**src/rtl/uart_rx_fifo.sv**
```systemverilog
// uart_rx_fifo: 8N1 UART receiver (LSB first) with a byte FIFO drained over
// a valid/ready handshake. The rx pin is double-flopped before any use.
//
//  state   | meaning
//  --------+-------------------------------------------------------------
//  S_IDLE  | line idle, waiting for a synchronised falling edge
//  S_START | half-bit wait, then re-check start bit (rejects short glitches)
//  S_DATA  | sample 8 data bits mid-bit, shifting right into r_shreg
//  S_STOP  | sample stop bit: high pushes the byte, low flags a frame error
//  S_BREAK | line held low after a framing error, wait for it to go high

module uart_rx_fifo #(
    parameter int FREQUENCY  = 25_000_000,
    parameter int BAUDRATE   = 115_200,
    parameter int FIFO_DEPTH = 8
) (
    input  logic                          clk_i,
    input  logic                          rst_i,
    input  logic                          ser_rx,
    output logic [7:0]                    rdata_o,
    output logic                          rvalid_o,
    input  logic                          rready_i,
    output logic [$clog2(FIFO_DEPTH):0]   count_o,
    output logic                          frame_err_o,
    output logic                          overrun_o,
    input  logic                          clr_overrun_i
);

    localparam int CLKS_PER_BIT = FREQUENCY / BAUDRATE;
    localparam int TW           = $clog2(CLKS_PER_BIT);
    localparam int AW           = $clog2(FIFO_DEPTH);

    localparam logic [TW-1:0] FULL_BIT = TW'(CLKS_PER_BIT - 1);
    localparam logic [TW-1:0] HALF_BIT = TW'(CLKS_PER_BIT / 2 - 1);

    typedef enum logic [2:0] {
        S_IDLE,
        S_START,
        S_DATA,
        S_STOP,
        S_BREAK
    } state_t;

    // ------------------------------------------------------------------
    // Input synchroniser
    // ------------------------------------------------------------------
    logic r_sync1;
    logic r_sync2;
    logic w_rx_s;

    // Two-flop synchroniser; resets to the idle (high) line level.
    always_ff @(posedge clk_i or posedge rst_i) begin
        if (rst_i) begin
            r_sync1 <= 1'b1;
            r_sync2 <= 1'b1;
        end else begin
            r_sync1 <= ser_rx;
            r_sync2 <= r_sync1;
        end
    end

    assign w_rx_s = r_sync2;

    // ------------------------------------------------------------------
    // Receive FSM with bit timer
    // ------------------------------------------------------------------
    state_t          r_state;
    logic [TW-1:0]   r_timer;
    logic [2:0]      r_bit_idx;
    logic [7:0]      r_shreg;
    logic            r_frame_err;
    logic            w_timer_zero;

    assign w_timer_zero = (r_timer == '0);

    // Frame decoder: the timer is reloaded on every state change so each
    // sample lands mid-bit relative to the synchronised start edge.
    always_ff @(posedge clk_i or posedge rst_i) begin
        if (rst_i) begin
            r_state     <= S_IDLE;
            r_timer     <= '0;
            r_bit_idx   <= '0;
            r_shreg     <= '0;
            r_frame_err <= 1'b0;
        end else begin
            r_frame_err <= 1'b0;
            case (r_state)
                S_IDLE: begin
                    if (!w_rx_s) begin
                        r_state <= S_START;
                        r_timer <= HALF_BIT;
                    end
                end
                S_START: begin
                    if (w_timer_zero) begin
                        r_timer <= FULL_BIT;
                        if (!w_rx_s) begin
                            r_state   <= S_DATA;
                            r_bit_idx <= '0;
                        end else begin
                            r_state <= S_IDLE;
                        end
                    end else begin
                        r_timer <= r_timer - 1'b1;
                    end
                end
                S_DATA: begin
                    if (w_timer_zero) begin
                        r_shreg   <= {w_rx_s, r_shreg[7:1]};
                        r_timer   <= FULL_BIT;
                        r_bit_idx <= r_bit_idx + 1'b1;
                        if (r_bit_idx == 3'd7) begin
                            r_state <= S_STOP;
                        end
                    end else begin
                        r_timer <= r_timer - 1'b1;
                    end
                end
                S_STOP: begin
                    if (w_timer_zero) begin
                        r_timer <= FULL_BIT;
                        if (w_rx_s) begin
                            r_state <= S_IDLE;
                        end else begin
                            r_frame_err <= 1'b1;
                            r_state     <= S_BREAK;
                        end
                    end else begin
                        r_timer <= r_timer - 1'b1;
                    end
                end
                S_BREAK: begin
                    if (w_rx_s) begin
                        r_state <= S_IDLE;
                        r_timer <= FULL_BIT;
                    end
                end
                default: begin
                    r_state <= S_IDLE;
                    r_timer <= FULL_BIT;
                end
            endcase
        end
    end

    // A good stop bit writes the byte on the same edge it is sampled.
    logic       w_push;
    logic [7:0] w_din;

    assign w_push = (r_state == S_STOP) && w_timer_zero && w_rx_s;
    assign w_din  = r_shreg;

    // ------------------------------------------------------------------
    // Byte FIFO
    // ------------------------------------------------------------------
    logic [7:0]  r_mem [FIFO_DEPTH];
    logic [AW:0] r_wptr;
    logic [AW:0] r_rptr;
    logic [AW:0] r_count;
    logic [7:0]  r_rdata;
    logic        r_overrun;

    logic        w_full;
    logic        w_empty;
    logic        w_pop;
    logic        w_wr;
    logic [AW:0] w_wptr_nxt;
    logic [AW:0] w_rptr_nxt;

    assign w_full  = (r_wptr[AW] != r_rptr[AW]) && (r_wptr[AW-1:0] == r_rptr[AW-1:0]);
    assign w_empty = (r_wptr == r_rptr);
    assign w_pop   = !w_empty && rready_i;
    // A pop in the same cycle frees the slot, so a full FIFO still accepts.
    assign w_wr    = w_push && (!w_full || w_pop);

    assign w_wptr_nxt = w_wr  ? r_wptr + (AW+1)'(1) : r_wptr;
    assign w_rptr_nxt = w_pop ? r_rptr + (AW+1)'(1) : r_rptr;

    // Storage array; contents only matter once written, so no reset.
    always_ff @(posedge clk_i) begin
        if (w_wr) begin
            r_mem[r_wptr[AW-1:0]] <= w_din;
        end
    end

    // Pointers, occupancy, registered head byte and sticky overrun.
    always_ff @(posedge clk_i or posedge rst_i) begin
        if (rst_i) begin
            r_wptr    <= '0;
            r_rptr    <= '0;
            r_count   <= '0;
            r_rdata   <= '0;
            r_overrun <= 1'b0;
        end else begin
            r_wptr  <= w_wptr_nxt;
            r_rptr  <= w_rptr_nxt;
            r_count <= w_wptr_nxt - w_rptr_nxt;
            // The head slot may be the one being written this very cycle;
            // when the FIFO goes empty the last head value is kept.
            if (w_wptr_nxt != w_rptr_nxt) begin
                r_rdata <= (w_rptr_nxt == r_wptr) ? w_din : r_mem[w_rptr_nxt[AW-1:0]];
            end
            if (w_push && w_full && !w_pop) begin
                r_overrun <= 1'b1;
            end else if (clr_overrun_i) begin
                r_overrun <= 1'b0;
            end
        end
    end

    assign rdata_o     = r_rdata;
    assign rvalid_o    = (r_count != '0);
    assign count_o     = r_count;
    assign frame_err_o = r_frame_err;
    assign overrun_o   = r_overrun;

endmodule

```
**config.mk**
```make
export PLATFORM = sky130hd
export DESIGN_NAME = uart_rx_fifo
export DESIGN_NICKNAME = d
export VERILOG_FILES = /design/src/rtl/uart_rx_fifo.sv
export SDC_FILE = /design/constraint.sdc
export NUM_CORES = 1
export LEC_CHECK = 0
export CAP_MARGIN = 25
export CELL_PAD_IN_SITES_DETAIL_PLACEMENT = 1
export CELL_PAD_IN_SITES_GLOBAL_PLACEMENT = 1
export CORE_AREA = 2 2 110 112
export DETAILED_ROUTE_END_ITERATION = 6
export DIE_AREA = 0 0 112 114
export GPL_TIMING_DRIVEN = 0
export PLACE_DENSITY_LB_ADDON = 0.15
export SLEW_MARGIN = 20
export SYNTH_ARGS = -nofsm -noshare
export SYNTH_HDL_FRONTEND = slang
export SYNTH_SLANG_ARGS = --single-unit
```
**constraint.sdc**
```tcl
create_clock -name clk_i -period 4.9 [get_ports clk_i]
set_clock_uncertainty 0.15 [all_clocks]
set_input_delay 1.47 -clock clk_i [delete_from_list [all_inputs] [get_ports clk_i]]
set_output_delay 1.47 -clock clk_i [all_outputs]
set_load 0.01 [all_outputs]
```
==> metrics.txt, run 1 <==
Setup WS post-layout=360 ps; top routing layer used=met4; chip height=114 microns; synth unique cells=54; leakage=2.50 nW; CP endpoint kind=flip-flop; Sw Share=35.8%; Syn Inst Count=472; TritonCTS clock tree=done; multi-input logic area=2420 sq um; max_slew headroom=31.1%; GP Congestion=0.795; register area=3080 sq um; Hold Crit Depth=0; Post-DRT Antenna Nets=0; Worst Hold Slack=209 ps; DR WL met3=469 microns; Die X=112 microns; port bufs=19; Max Fanout on Critical Path=10; largest cells by area after synthesis=edfxtp_1, dfrtp_1, mux2i_1; actual slew at the worst max-slew pin=1030 ps; Required @ worst endpoint=5000 ps; WL/cell=20.0 microns; number of remaining DRC errors=0; syn_area_per_cell=11.9 sq um; synth warn=0; detailed placement HPWL=9580 microns; Starting Density=48.2%; share of cells above drive strength 1=9.43%; mapped cell area=5640 sq um; cell-internal power=1.97 mW; vias in the first global route=4059; initial antenna violation count=0; Yosys reg bits=110; fin crit period=4540 ps; Post-synth EDFFs=64; # hold bufs at CTS=0; Final Cycle Share=92.6%; part of the power in combinational logic=42.0%; Std-Cell Core Area=11700 sq um; synth cell count leaders=mux2i_1, edfxtp_1, nand2_1, dfrtp_1, nor2_1; worst reg2reg endpoint=rdata_o[1]; area grow syn2layout=12.1%; Setup-failing EPs final=0; via/cell ratio=5.81; Final Util=54.0%; Place WS=-211 ps; CP max-delay cell=clkdlybuf4s50_1; final layout net count=518; FF-to-FF setup slack=550 ps; cell area after layout=6320 sq um; number of max-cap violations=0; sequential element share of the synthesized area=54.5%; CP most frequent cell=nand2_1; Sink Count=110; NetSw=1.10 mW; final cell count without fillers=656; Setup CP Type=primary input to flip-flop; post-synth top area share=34.1%; Placed Cells=640; CP startpoint=rready_i; CP Cell Sequence=clkdlybuf4s50_1 -> o41a_1 -> clkbuf_1 -> clkbuf_2 -> nand2_1 -> nand2_1 -> inv_1 -> ha_1 -> nand3_1 -> nand3b_1 -> mux2i_2 -> o21ba_2 -> a22o_1; CP arrival=4640 ps; Synth Flop Type=edfxtp_1; Root Buffer=clkbuf_16; unrepaired setup endpoints after global routing=false; CTS buffer count=9; Mapped Nets=486; outcome=complete, no violations; Final TNS setup=0 ps; post-synthesis async set-or-reset flop share=41.8%; wire length on met2=6510 microns; GRT Total Usage=22.0%; largest net degree at the start of global routing=33; Power, Total=3.07 mW; # rows=40; grt total ovfl=0; first-pass GRT wire length=21600 microns; wl on met1=5940 microns; count leader, synth=mux2i_1; worst r2r src=r_timer[0]; sequential fraction of design power=35.4%; Crit path largest cell delay=590 ps; I/O pin count=20; H-tree levels=3; DR vias=3810; maximum vdd drop=0.333 mV; Clk pwr share=22.6%; Clock Tree Buf Depth=2; Fillers=1234; DRT Pass-1 Iters=4; Clk Latency, worst-skew pair=360 ps; Fin. Hold Viols=0; cell accounting for the most synthesized area=edfxtp_1; Slew Viols, Final=0; DP Area=6040 sq um; highest clock rate=0.220 GHz; n_diodes=0; Hold WC Path Type=flip-flop to flip-flop; R2R depth=12; Startpoint Class=primary input; Pwr per Cell Area=486 nW/um^2; CTS clk-pin slew, worst paths=70 ps; worst hold path startpoint=r_sync1; Iter 0 DRT Violations=144; Die Footprint=12800 sq um; routed wire length=13100 microns; Hold Crit Endpoint=r_sync2
timing repair:
action / CTS / global route
hold endpoints to repair: 0 / 0
gates resized for setup: 0 / 2
setup buffers: 0 / 0
setup endpoints to repair: 0 / 1
cells in the final DEF (no fill, tap or decap), drive strengths merged, types with 9 or more instances in the layout:
master         count
inv               10
edfxtp            64
xor2               9
clkbuf            33
a21oi             12
clkdlybuf4s50     19
a32oi             15
nand2             58
mux2i             85
nor2              23
dfrtp             44
mux2              10
nand3             10
flip-flops by register name, indices dropped and copies added, names as in the netlist:
signal / flops
r_state: 3
r_sync2: 1
r_mem: 64
r_bit_idx: 3
r_shreg: 8
r_sync1: 1
r_rptr: 4
frame_err_o: 1
r_wptr: 4
r_timer: 8
rdata_o: 8
count_o: 4
overrun_o: 1
cell families after synthesis:
family                     share of synthesized area (%)
and+or+nand+nor                                     11.4
DFF                                                 54.5
muxes                                               17.2
AOI/OAI and AO/OA                                   9.43
buffers and inverters                               2.68
xor gates and xnor gates                            2.64
adders and majority gates                           2.13
how the worst max path moves through the flow:
| stage | to | slack (ps) | cells after the start |
|---|---|---|---|
| after floorplan | rdata_o[1] | 1050 | 12 |
| after global placement | rdata_o[1] | -100 | 13 |
| after detailed placement | rdata_o[1] | -210 | 13 |
| after CTS | rdata_o[1] | 200 | 13 |
| after global routing | rdata_o[1] | 140 | 13 |
| final | rdata_o[1] | 360 | 13 |
power by group through the flow:
stage	clock, mW	combinational (mW)	sequential, mW
2_1_floorplan	0	0.886	1.13
3_3_place_gp	0	1.25	1.10
3_5_place_dp	0	1.29	1.11
4_1_cts	0.705	1.30	1.09
5_1_grt	0.735	1.39	1.10
6_report	0.693	1.29	1.09
final cells by class:
class / count / share of cell area (%)
Sequential cell: 110 / 48.7
Multi-Input combinational cell: 325 / 38.2
Clock buffer: 11 / 3.84
Timing Repair Buffer: 21 / 3.40
Tap cell: 147 / 2.91
Buffer: 28 / 1.88
Clock inverter: 5 / 0.534
Inverter: 9 / 0.534
worst max-delay path, delay by kind of cell:
kind | cells | cell delay, ps
muxes | 1 | 440
and+or+nand+nor | 4 | 510
adders and majority gates | 1 | 300
buffers and inverters | 4 | 1310
AOI/OAI and AO/OA | 3 | 610
layer usage:
layer | track usage, % | vias up
li1 | - | 1815
met1 | 28.5 | 1909
met2 | 38.3 | 72
met3 | 3.08 | 14
met4 | 7.48 | 0
met5 | 0 | -
Note: power is estimated with default switching activity, not from simulation.
==> inputs of run 2 (changes only) <==
--- a/config.mk
+++ b/config.mk
@@ -13,7 +13,8 @@
 export DIE_AREA = 0 0 112 114
 export GPL_TIMING_DRIVEN = 0
-export PLACE_DENSITY_LB_ADDON = 0.15
+export PLACE_DENSITY = 0.87
 export SLEW_MARGIN = 20
 export SYNTH_ARGS = -nofsm -noshare
 export SYNTH_HDL_FRONTEND = slang
 export SYNTH_SLANG_ARGS = --single-unit
+export TNS_END_PERCENT = 5
--- a/constraint.sdc
+++ b/constraint.sdc
@@ -3,3 +3,3 @@
 set_input_delay 1.47 -clock clk_i [delete_from_list [all_inputs] [get_ports clk_i]]
 set_output_delay 1.47 -clock clk_i [all_outputs]
-set_load 0.01 [all_outputs]
+set_load 0.05 [all_outputs]
==> run 2 against run 1 <==
Net effect:
- combinational power is 17% higher
- routed wire length is 12% higher
- cell count is 0.30% higher
- critical endpoint unchanged
- largest power group unchanged
- highest routed layer unchanged
==> metrics.txt, run 2 (synthesized netlist as in run 1, its figures left out) <==
outcome=complete, no violations; highest clock rate=0.212 GHz; Setup WS post-layout=185 ps; maximum vdd drop=0.310 mV; Final Cycle Share=96.2%; Setup-failing EPs final=0; grt total ovfl=0; Die X=112 microns; Startpoint Class=primary input; Setup CP Type=primary input to flip-flop; Sink Count=110; Worst Hold Slack=209 ps; Hold WC Path Type=flip-flop to flip-flop; DR vias=3979; leakage=2.52 nW; initial antenna violation count=0; CP max-delay cell=clkdlybuf4s50_1; number of remaining DRC errors=0; Crit path largest cell delay=590 ps; port bufs=19; fin crit period=4720 ps; Clk Latency, worst-skew pair=360 ps; Fin. Hold Viols=0; actual slew at the worst max-slew pin=1050 ps; FF-to-FF setup slack=480 ps; max_slew headroom=27.8%; CP most frequent cell=nand2_1; Pwr per Cell Area=528 nW/um^2; CP Cell Sequence=clkdlybuf4s50_1 -> o41a_1 -> clkbuf_1 -> clkbuf_2 -> nand2_1 -> nand2_1 -> inv_1 -> ha_1 -> nand3_1 -> nand3b_1 -> mux2i_2 -> o21ba_2 -> a22o_1; wl on met1=6060 microns; GP Congestion=0.873; routed wire length=14700 microns; Place WS=-377 ps; DRT Pass-1 Iters=4; first-pass GRT wire length=23700 microns; Clock Tree Buf Depth=2; detailed placement HPWL=10100 microns; CP arrival=4830 ps; DR WL met3=853 microns; commonest non-fill, non-tap cell in the layout=mux2i_1; wire length on met2=7430 microns; most frequent cells in the layout=mux2i_1, edfxtp_1, nand2_1, dfrtp_1, nor2_1; top routing layer used=met4; Iter 0 DRT Violations=245; CTS buffer count=9; unrepaired setup endpoints after global routing=false; DP Area=6040 sq um; final cell count without fillers=658; GRT Total Usage=24.2%; Slew Viols, Final=0; Post-DRT Antenna Nets=0; chip height=114 microns; Std-Cell Core Area=11700 sq um; Placed Cells=641; Starting Density=48.2%; H-tree levels=3; CP endpoint kind=flip-flop; TritonCTS clock tree=done; Max Fanout on Critical Path=10; Required @ worst endpoint=5010 ps; WL/cell=22.4 microns; vias in the first global route=4346; largest net degree at the start of global routing=31; Root Buffer=clkbuf_16; I/O pin count=20; share of cells above drive strength 1=9.59%; via/cell ratio=6.05; Final Util=54.4%; number of max-cap violations=0; Largest register FFs=64; n_diodes=0; cell area after layout=6370 sq um; Post-CTS Setup Repair Bufs=0; Die Footprint=12800 sq um; area grow syn2layout=12.9%; CTS clk-pin slew, worst paths=80 ps; final layout net count=520; # rows=40
-- run 2: cell count changes in the layout (fill, tap and decap cells not counted) --
cell,previous run,this run
clkinvlp_4,2,1
buf_2,5,6
nor3_1,6,7
clkinv_2,2,1
clkbuf_16,9,11
buf_4,0,1
nor3_2,1,0
-- run 2: path summary, 6_finish.rpt --
check	cells past startpoint	start	endpoint
worst min register to register	0	r_sync1	r_sync2
min in group asynchronous	2	rst_i	rdata_o[1]
worst max register to register	12	r_timer[0]	rdata_o[1]
worst max-delay path	13	rready_i	rdata_o[1]
max in group asynchronous	3	rst_i	r_sync2
worst min-delay path	0	r_sync1	r_sync2
-- run 2: power breakdown --
group	internal (mW)	total [mW]	switching, mW	leakage [nW]
clock network	0.422	0.765	0.342	0.153
logic	0.563	1.51	0.949	1.21
registers	1.05	1.09	0.0375	1.16
total	2.03	3.36	1.33	2.52
-- run 2: timing repair --
item                                    CTS  global route
endpoints found under the hold margin     0             0
resized for setup                         0             2
endpoints found under the setup margin    0             8
hold buffers                              0             0
-- run 2: worst max-delay path, delay by kind of cell --
family	cells	cell delay (ps)
simple gates	4	570
mux	1	480
compound gates	3	620
fa+ha+maj	1	310
buf+inv	4	1370
-- run 2: cell type report --
| class | instances | area [sq um] |
|---|---|---|
| Fill cell | 1221 | 5350 |
| Sequential cell | 110 | 3080 |
| Multi-Input combinational cell | 325 | 2410 |
| Clock buffer | 13 | 293 |
| Timing Repair Buffer | 23 | 228 |
| Tap cell | 147 | 184 |
| Buffer | 28 | 119 |
| Inverter | 9 | 33.8 |
| Clock inverter | 3 | 21.3 |
-- run 2: per-layer routing --
layer  track usage, %  vias to the layer above
met5                0                        -
met4             11.1                        0
met3             4.30                       36
met2             42.4                      122
met1             29.2                     1999
li1                 -                     1822
-- run 2: per-stage QoR --
step	setup TNS, ps	total power, mW
after floorplan	0	2.17
after global placement	-440	2.51
after detailed placement	-2300	2.59
after CTS	0	3.36
after global routing	0	3.48
final	0	3.36
